### config.mk
export PLATFORM = sky130hd
export DESIGN_NAME = conv_window_sequencer
export DESIGN_NICKNAME = d
export VERILOG_FILES = /design/src/rtl/conv_window_sequencer.sv
export SDC_FILE = /design/constraint.sdc
export NUM_CORES = 1
export LEC_CHECK = 0
export BUFFER_PORTS_ARGS = -buffer_cell sky130_fd_sc_hd__buf_2
export CORE_MARGIN = 3
export CORE_UTILIZATION = 56
export DETAILED_ROUTE_END_ITERATION = 10
export PLACE_DENSITY_LB_ADDON = 0.25
export RECOVER_POWER = 25
export SYNTH_ARGS = -nofsm -noshare
export SYNTH_HDL_FRONTEND = slang
export SYNTH_SLANG_ARGS = --single-unit
export TNS_END_PERCENT = 5
### constraint.sdc
create_clock -name clk -period 5.25 [get_ports clk]
set_input_delay 0.2625 -clock clk [delete_from_list [all_inputs] [get_ports clk]]
set_output_delay 0.2625 -clock clk [all_outputs]
set_load 0.02 [all_outputs]
### src/rtl/conv_window_sequencer.sv
// Convolution window sequencer: walks a SIZE x SIZE index block row-major,
// multiply-accumulates kernel*pixel pairs and emits a rounded, saturated 8-bit result.
module conv_window_sequencer #(
  parameter logic [3:0] SIZE    = 4'd3,
  parameter int         IDX_LAT = 1,
  parameter int         ACC_W   = 20,
  parameter int         SHIFT   = 8
) (
  input  logic       clk,
  input  logic       n_rst,
  input  logic       start,
  input  logic       abort,
  output logic [3:0] cur_x,
  output logic [3:0] cur_y,
  output logic       en_strobe,
  input  logic [7:0] kernel_v,
  input  logic [7:0] pixel_v,
  output logic       busy,
  output logic [7:0] result,
  output logic       result_valid,
  input  logic       result_ready
);

  localparam logic [2:0] S_IDLE  = 3'd0;
  localparam logic [2:0] S_ISSUE = 3'd1;
  localparam logic [2:0] S_WAIT  = 3'd2;
  localparam logic [2:0] S_MAC   = 3'd3;
  localparam logic [2:0] S_OUT   = 3'd4;

  localparam int               CNT_W     = (IDX_LAT > 1) ? $clog2(IDX_LAT) : 1;
  localparam logic [CNT_W-1:0] WAIT_LOAD = CNT_W'(IDX_LAT - 1);
  localparam logic [3:0]       LAST      = SIZE - 4'd1;

  // Half-LSB rounding constant; the nested guard keeps the shift amount legal when SHIFT is 0.
  localparam logic [ACC_W:0] RND     = (SHIFT > 0) ? ((ACC_W+1)'(1) << ((SHIFT > 0) ? SHIFT - 1 : 0))
                                                   : '0;
  localparam logic [ACC_W:0] SAT_MAX = (ACC_W+1)'(255);

  logic [2:0]       state_q,  state_d;
  logic [3:0]       x_q,      x_d;
  logic [3:0]       y_q,      y_d;
  logic [CNT_W-1:0] cnt_q,    cnt_d;
  logic [ACC_W-1:0] acc_q,    acc_d;
  logic [7:0]       result_q, result_d;
  logic             valid_q,  valid_d;
  logic [15:0]      prod;

  function automatic logic [7:0] round_sat(input logic [ACC_W-1:0] a);
    logic [ACC_W:0] sum;
    sum = {1'b0, a} + RND;
    sum = sum >> SHIFT;
    return (sum > SAT_MAX) ? 8'hFF : sum[7:0];
  endfunction

  assign prod = kernel_v * pixel_v;

  always_comb begin
    state_d  = state_q;
    x_d      = x_q;
    y_d      = y_q;
    cnt_d    = cnt_q;
    acc_d    = acc_q;
    result_d = result_q;
    valid_d  = valid_q;

    case (state_q)
      S_IDLE: begin
        if (start) begin
          acc_d   = '0;
          x_d     = 4'd0;
          y_d     = 4'd0;
          state_d = S_ISSUE;
        end
      end
      S_ISSUE: begin
        cnt_d   = WAIT_LOAD;
        state_d = S_WAIT;
      end
      S_WAIT: begin
        if (cnt_q == '0) state_d = S_MAC;
        else             cnt_d   = cnt_q - 1'b1;
      end
      S_MAC: begin
        acc_d = acc_q + ACC_W'(prod);
        if (x_q == LAST && y_q == LAST) begin
          // Indices stay at the last element; the next start reloads them.
          result_d = round_sat(acc_d);
          valid_d  = 1'b1;
          state_d  = S_OUT;
        end else begin
          if (x_q == LAST) begin
            x_d = 4'd0;
            y_d = y_q + 4'd1;
          end else begin
            x_d = x_q + 4'd1;
          end
          state_d = S_ISSUE;
        end
      end
      S_OUT: begin
        if (valid_q && result_ready) begin
          valid_d = 1'b0;
          state_d = S_IDLE;
        end
      end
      default: state_d = S_IDLE;
    endcase

    // Cancel wins over everything, but the last delivered result stays visible.
    if (abort) begin
      state_d  = S_IDLE;
      x_d      = 4'd0;
      y_d      = 4'd0;
      cnt_d    = '0;
      acc_d    = '0;
      valid_d  = 1'b0;
      result_d = result_q;
    end
  end

  always_ff @(posedge clk) begin
    if (!n_rst) begin
      state_q  <= S_IDLE;
      x_q      <= 4'd0;
      y_q      <= 4'd0;
      cnt_q    <= '0;
      acc_q    <= '0;
      result_q <= 8'd0;
      valid_q  <= 1'b0;
    end else begin
      state_q  <= state_d;
      x_q      <= x_d;
      y_q      <= y_d;
      cnt_q    <= cnt_d;
      acc_q    <= acc_d;
      result_q <= result_d;
      valid_q  <= valid_d;
    end
  end

  assign cur_x        = x_q;
  assign cur_y        = y_q;
  assign en_strobe    = (state_q == S_ISSUE);
  assign busy         = (state_q != S_IDLE);
  assign result       = result_q;
  assign result_valid = valid_q;

endmodule

==> summary.txt, run 1 <==
Yosys
  • Syn Std Cell Area: between 4000 and 5000 um^2
  • Synth area leaders: fa_1, dfxtp_1, ha_1
  • Avg Cell Area, Syn: 8.46 um^2
  • Synth top area share: 21.5%
  • Post-synthesis sequential area ratio: 17.2%
  • Post-synth net total: 666
  • EDFF count, synth: 0
  • Ys async rst share: 0%
  • YS warnings: 0
  • Ys flop type: dfxtp_1
  • Largest area contributor in the netlist: fa_1
  • Synth cell types: 60
  • Post-synthesis cell count: around 550
  • Number of synthesized register bits: 40

Floorplanning
  • Die X: 97.1 um
  • Core ar.: 7890 um^2
  • FP Rows: 32
  • Die area: 9420 um^2
  • Initial Utilization: 58.9%
  • Total I/O pin count: 40
  • Die H: 97.1 um

Timing
  • Setup TNS: 0 ns
  • Crit share post-route: between 90% and 100%
  • Final Hold Viols: 0
  • Final setup fails: 0
  • Max Fclk: 197 MHz
  • Slew HR: 21.8%
  • Final worst slack: around 0.16 ns
  • Max Transition Viols Final: 0
  • RSZ-0062 raised after global routing: true
  • Worst clock skew: 0.00605 ns
  • Slew @ Worst Pin: 1.17 ns
  • Min Hold Slack: 0.279 ns
  • Tmin final: 5.09 ns

Detailed routing
  • Post-DRT Antenna Nets: 0
  • Detailed Route WL: approximately 10000 um
  • Wire per inst: 14.3 um
  • Via count: 4006
  • Via/cell ratio: between 5 and 6
  • Starting DRT DRC Count: 131
  • Drt pass-1 iters: 4
  • DR DRC count: 0

Layout
  • Fin area: 5540 um^2
  • Antenna cells: 0
  • Most frequent cells in the layout: inv_1, nand2_1, fa_1, buf_4
  • Fin cells: 729
  • Reg area: just over 800 um^2
  • Nets: 743
  • Finished Core Util: 70.2%
  • Area growth syn-to-layout: 19.1%
  • FILL cells: 621
  • Multi-input logic area: 3570 um^2
  • Layout cell share with drive strength beyond 1: 20.3%
  • Commonest non-fill, non-tap cell in the layout: inv_1

Clock network
  • Clock Latency Late Sink: 0.29 ns
  • Root buf cell: clkbuf_8
  • CTS buffer count: 5
  • Clock transition at the registers of the reported paths: 0.08 ns
  • Sink Count: 40
  • CTS tree: done
  • CTS Buffer Depth: 2
  • H-Tree Depth: 2

Worst setup path
  • Critical Path RT: 5.43 ns
  • CP Class: flip-flop to flip-flop
  • Flop-to-flop setup slack: around 0.16 ns
  • Crit. End Element: flip-flop
  • Crit path launch type: flip-flop
  • CP arrival: 5.26 ns
  • FF-to-FF path depth: 19
  • R2r endpoint: result[2]
  • Worst r2r src: acc_q[6]
  • Largest fanout on the critical path: 8

Global routing
  • Global-route usage over all layers: 22.0%
  • Initial antenna violation count: 0
  • Number of global-route vias before repair: 3888
  • Overflow after GRT: 0
  • Largest net degree at the start of global routing: 30
  • First-pass GRT wire length: 17500 um

Power and ir drop
  • P_leak: 2.59 nW
  • Peak VDD IR: 0.262 mV
  • Power Density: 409 nW/um^2
  • Pwr Total: 2.26 mW

Placement
  • DP Area: 5220 um^2
  • RePlAce Congestion: 0.889
  • Placed insts: 716
  • Worst slack at placement: -0.200 ns
  • Dpl hpwl: roughly 8300 um
  • Port Buf Inserts: 39

Outcome
  • Status: finished, final reports clean

Hold path
  • Hold Path Stages: 3
  • End of the worst hold path: result[1]
  • Hold_sp: n_rst
  • Worst hold-check path type: input port to flip-flop

Job
  • Max-cap violations: 0
## critical path, stage by stage, from the launching register on
cell and delay (ns):
dfxtp_2 0.33, inv_1 0.07, fa_1 0.54, inv_1 0.05
fa_1 0.50, inv_1 0.06, fa_2 0.45, fa_1 0.49
inv_1 0.07, ha_4 0.29, o211ai_1 0.19, o21ai_1 0.21
xor2_1 0.30, buf_4 0.17, nand4_2 0.12, buf_6 0.15
or4_2 0.60, o21ai_1 0.09, buf_4 0.18, a31oi_2 0.10
## power by group
part	switching (mW)	internal [mW]
combinational	0.869	0.830
clock	0.116	0.143
sequential	0.00197	0.304
## cell families (layout without fill, tap and decap cells)
| logic type | Yosys count | in the layout | synth area share [%] |
|---|---|---|---|
| AND/OR/NAND/NOR | 177 | 177 | 19.1 |
| buffers and inverters | 117 | 195 | 9.45 |
| adder cells (fa/ha/maj) | 96 | 96 | 33.9 |
| AO/OA/AOI/OAI | 90 | 90 | 14.1 |
| flip-flops | 40 | 40 | 17.2 |
| XOR/XNOR | 28 | 28 | 6.01 |
| multiplexers | 1 | 1 | 0.215 |
## timing repair
| action | in CTS | in global routing |
|---|---|---|
| hold buffers | 0 | 0 |
| cloned | 0 | 0 |
| pin swaps | 0 | 28 |
| setup buffers | 0 | 5 |
| gates resized for setup | 1 | 37 |
| endpoints found under the setup margin | 8 | 8 |
## worst max-delay path by stage
stage	startpoint	to	slack (ns)	cells past startpoint
floorplan	pixel_v[1]	result[0]	0.09	18
global placement	kernel_v[1]	result[0]	-0.03	18
detailed placement	pixel_v[7]	result[2]	-0.20	20
CTS	acc_q[7]	result[7]	0.04	19
global route	acc_q[6]	result[2]	-0.01	18
finish	acc_q[6]	result[2]	0.16	19
## synth_stat cells (all sizes together) (2+ instances only)
cell type  number
inv           103
nand2          58
fa             50
ha             46
dfxtp          40
and2           39
a21oi          30
nor2           28
nand3          21
xnor2          17
o21ai          15
a31oi          13
clkbuf         12
xor2           11
nor3            9
and3            6
a21o            5
a22oi           5
nand4           5
a211oi          3
nand2b          3
a31o            2
buf             2
nor3b           2
o2111a          2
## sequential cells by signal (all words and copies together) (netlist names)
name / cells
acc_q: 20
cur_y: 4
state_q: 3
result_valid: 1
result: 8
cur_x: 4
## layer usage
| metal | GRT usage (%) | up-vias | wire [um] |
|---|---|---|---|
| met5 | 0 | - | 0 |
| met4 | 4.86 | 0 | 178 |
| met3 | 3.09 | 20 | 383 |
| met2 | 39.8 | 79 | 5480 |
| met1 | 28.0 | 1975 | 4380 |
| li1 | - | 1932 | - |
## final cells by class
type / count / area share, %
multi-input combinational: 392 / 64.6
timing repair buffer: 84 / 9.49
clock inverter: 3 / 0.836
clock buffer: 5 / 1.24
tap: 102 / 2.31
inverter: 103 / 6.98
sequential: 40 / 14.6
Note: power is estimated with default switching activity, not from simulation.
==> run 2, diff against run 1 <==
--- a/config.mk
+++ b/config.mk
@@ -7,7 +7,7 @@
 export LEC_CHECK = 0
 export BUFFER_PORTS_ARGS = -buffer_cell sky130_fd_sc_hd__buf_2
 export CORE_MARGIN = 3
-export CORE_UTILIZATION = 56
+export CORE_UTILIZATION = 25
 export DETAILED_ROUTE_END_ITERATION = 10
 export PLACE_DENSITY_LB_ADDON = 0.25
 export RECOVER_POWER = 25
==> summary.txt, run 2 (same netlist as run 1, synthesis figures left out) <==
Global routing
  • Global-route usage over all layers: 11.6% (-10 points)
  • Largest net degree at the start of global routing: 30 (unchanged)
  • Initial antenna violation count: 0 (unchanged)
  • Overflow after GRT: 0 (unchanged)
  • Number of global-route vias before repair: 4139 (+6.5%)
  • First-pass GRT wire length: 19600 um (+12%)

Worst setup path
  • Cell mode on critical path: fa_1
  • Worst r2r src: acc_q[7]
  • Critical Path RT: 5.41 ns (-0.02 ns)
  • CP arrival: 5.26 ns (about the same)
  • R2r endpoint: result[0]
  • FF-to-FF path depth: 19 (unchanged)
  • Crit path launch type: input port
  • Flop-to-flop setup slack: 0.15 ns (about the same)
  • CP Class: input port to flip-flop
  • Largest fanout on the critical path: 8 (unchanged)
  • Crit. End Element: flip-flop
  • Worst-path cell chain: buf_2, and2_1, fa_1, fa_1, fa_1, inv_1, fa_1, inv_1, ha_2, nand3_1, o211a_1, o21ai_2, buf_4, xor2_4, nand4_4, a2111o_1, a2111oi_4, buf_6, a31oi_4
  • Worst path max stage delay: 0.55 ns (-0.05 ns)
  • Highest-delay cell along the critical path: fa_1

Timing
  • Min Hold Slack: 0.291 ns (+0.0122 ns)
  • RSZ-0062 raised after global routing: true
  • Final setup fails: 0 (unchanged)
  • Final Hold Viols: 0 (unchanged)
  • Tmin final: 5.11 ns (+0.0207 ns)
  • Crit share post-route: 97.3% (+0.39 points)
  • Slew HR: 52.9% (+31 points)
  • Setup TNS: 0 ns (unchanged)
  • Worst clock skew: 0.00422 ns (-0.00183 ns)
  • Slew @ Worst Pin: 0.705 ns (-0.468 ns)
  • Max Fclk: 196 MHz (-0.41%)
  • Final worst slack: 0.144 ns (-0.0207 ns)
  • Max Transition Viols Final: 0 (unchanged)

Placement
  • RePlAce Congestion: 0.817 (-8.1%)
  • Placed insts: 862 (+20%)
  • Worst slack at placement: -0.218 ns (-0.0175 ns)
  • Port Buf Inserts: 39 (unchanged)
  • Dpl hpwl: 9290 um (+12%)

Detailed routing
  • Wire per inst: 13.3 um (-7.0%)
  • Detailed Route WL: 11700 um (+13%)
  • DR DRC count: 0 (unchanged)
  • Starting DRT DRC Count: 141 (+7.6%)
  • Drt pass-1 iters: 4 (unchanged)
  • Max layer used: met4
  • DRT met1 WL: 5150 um (+18%)
  • Met2 wire length: 6250 um (+14%)
  • Via count: 3981 (-0.62%)
  • Via/cell ratio: 4.51 (-18%)
  • Met3 wire length: 212 um (-45%)
  • Post-DRT Antenna Nets: 0 (unchanged)

Layout
  • Finished Core Util: 33.3% (-37 points)
  • Layout cell share with drive strength beyond 1: 24.3% (+4.1 points)
  • Area growth syn-to-layout: 29.6%
  • Fin cells: 883 (+21%)
  • Commonest non-fill, non-tap cell in the layout: inv_1
  • Antenna cells: 0 (unchanged)
  • Max FFs per register: 20 (unchanged)
  • Most flops, register: acc_q
  • Nets: 770 (+3.6%)
  • FILL cells: 1887 (+200%)
  • Most frequent cells in the layout: inv_1, buf_4, nand2_1, fa_1, and2_1

Clock network
  • CTS tree: done
  • Clock Latency Late Sink: 0.28 ns (about the same)
  • Count of hold-fix buffers inserted at cts: 0 (unchanged)
  • CTS Buffer Depth: 2 (unchanged)
  • Sink Count: 40 (unchanged)
  • Root buf cell: clkbuf_16
  • CTS buffer count: 5 (unchanged)
  • Clock transition at the registers of the reported paths: 0.06 ns (-0.02 ns)
  • H-Tree Depth: 2 (unchanged)

Power and ir drop
  • Comb power frac: 75.3% (+0.3 points)
  • Peak VDD IR: 0.233 mV (-11%)
  • Int Pwr: 1.47 mW (+15%)
  • Power Density: 423 nW/um^2 (+3.5%)
  • Sequential power share: 12.0% (-1.5 points)
  • Clk network pwr share: 12.6% (+1.2 points)
  • Net Switching: 1.08 mW (+9.9%)
  • Sw Share: 42.5% (-1.1 points)
  • P_leak: 2.75 nW (+5.9%)

Floorplanning
  • Initial Utilization: 25.7% (-33 points)
  • Die H: 142 um (+47%)
  • Core ar.: 18100 um^2 (+130%)
  • Die X: 142 um (+47%)
  • Total I/O pin count: 40 (unchanged)
  • Die area: 20300 um^2 (+110%)
  • FP Rows: 49 (+53%)

Hold path
  • Worst hold-check path type: input port to flip-flop
  • Hold Path Stages: 3 (unchanged)
  • Hold_sp: n_rst
  • End of the worst hold path: result[3]

Outcome
  • Status: finished, final reports clean

Job
  • Max-cap violations: 0 (unchanged)
-- run 2: cell types whose count changed in the layout (fill, tap and decap cells not counted), moves of 2 or more --
cell,before,now
dfxtp_1,36,38
buf_4,43,71
clkbuf_8,5,1
clkbuf_16,0,5
ha_1,39,36
ha_4,4,7
xor2_2,2,0
dfxtp_2,4,2
buf_2,27,25
clkbuf_4,0,2
-- run 2: worst max-delay path, delay by kind of cell --
family                   cells  cell delay (ns)
adder cells (fa/ha/maj)      5             2.49
AO/OA/AOI/OAI                5             1.33
buffers and inverters        5             0.58
AND/OR/NAND/NOR              3             0.41
XOR/XNOR                     1             0.18
-- run 2: area by class of cell --
cell class	count	area [um^2]	area share, %
clock inverter	2	13.8	0.229
sequential	40	803	13.3
tap	229	287	4.76
clock buffer	6	139	2.31
multi-input combinational	392	3660	60.8
inverter	103	387	6.42
timing repair buffer	111	729	12.1
-- run 2: worst max path at each step --
stage	slack (ns)	depth (start not counted)	from	endpoint
detailed placement	-0.22	19	kernel_v[1]	result[5]
global route	-0.06	20	kernel_v[4]	result[1]
finish	0.14	19	kernel_v[1]	result[0]
global placement	-0.12	18	kernel_v[3]	result[0]
floorplan	0.09	18	pixel_v[1]	result[0]
CTS	0.003	18	acc_q[7]	result[5]
-- run 2: per-layer routing --
layer,vias up,track usage (%)
met5,-,0
met2,30,21.0
met3,7,1.48
li1,1983,-
met1,1961,14.7
met4,0,2.45
-- run 2: repair_timing --
action	4_1_cts	5_1_grt
cloned	0	0
pin swaps	0	32
resized for setup	1	45
endpoints found under the setup margin	8	8
hold endpoints to repair	0	0
buffers inserted	0	13
-- run 2: power by group through the flow --
stage	clock network, mW	registers [mW]	logic, mW
detailed placement	0	0.314	1.56
floorplan	0	0.314	0.954
global placement	0	0.313	1.56
finish	0.322	0.307	1.92
global route	0.347	0.307	2.12
CTS	0.334	0.307	1.58
-- run 2: through the flow --
step / instance area (um^2) / power [mW]
after floorplan: 4650 / 1.27
after global placement: 5520 / 1.88
after detailed placement: 5520 / 1.87
after CTS: 5670 / 2.22
after global routing: 6020 / 2.77
final: 6020 / 2.55
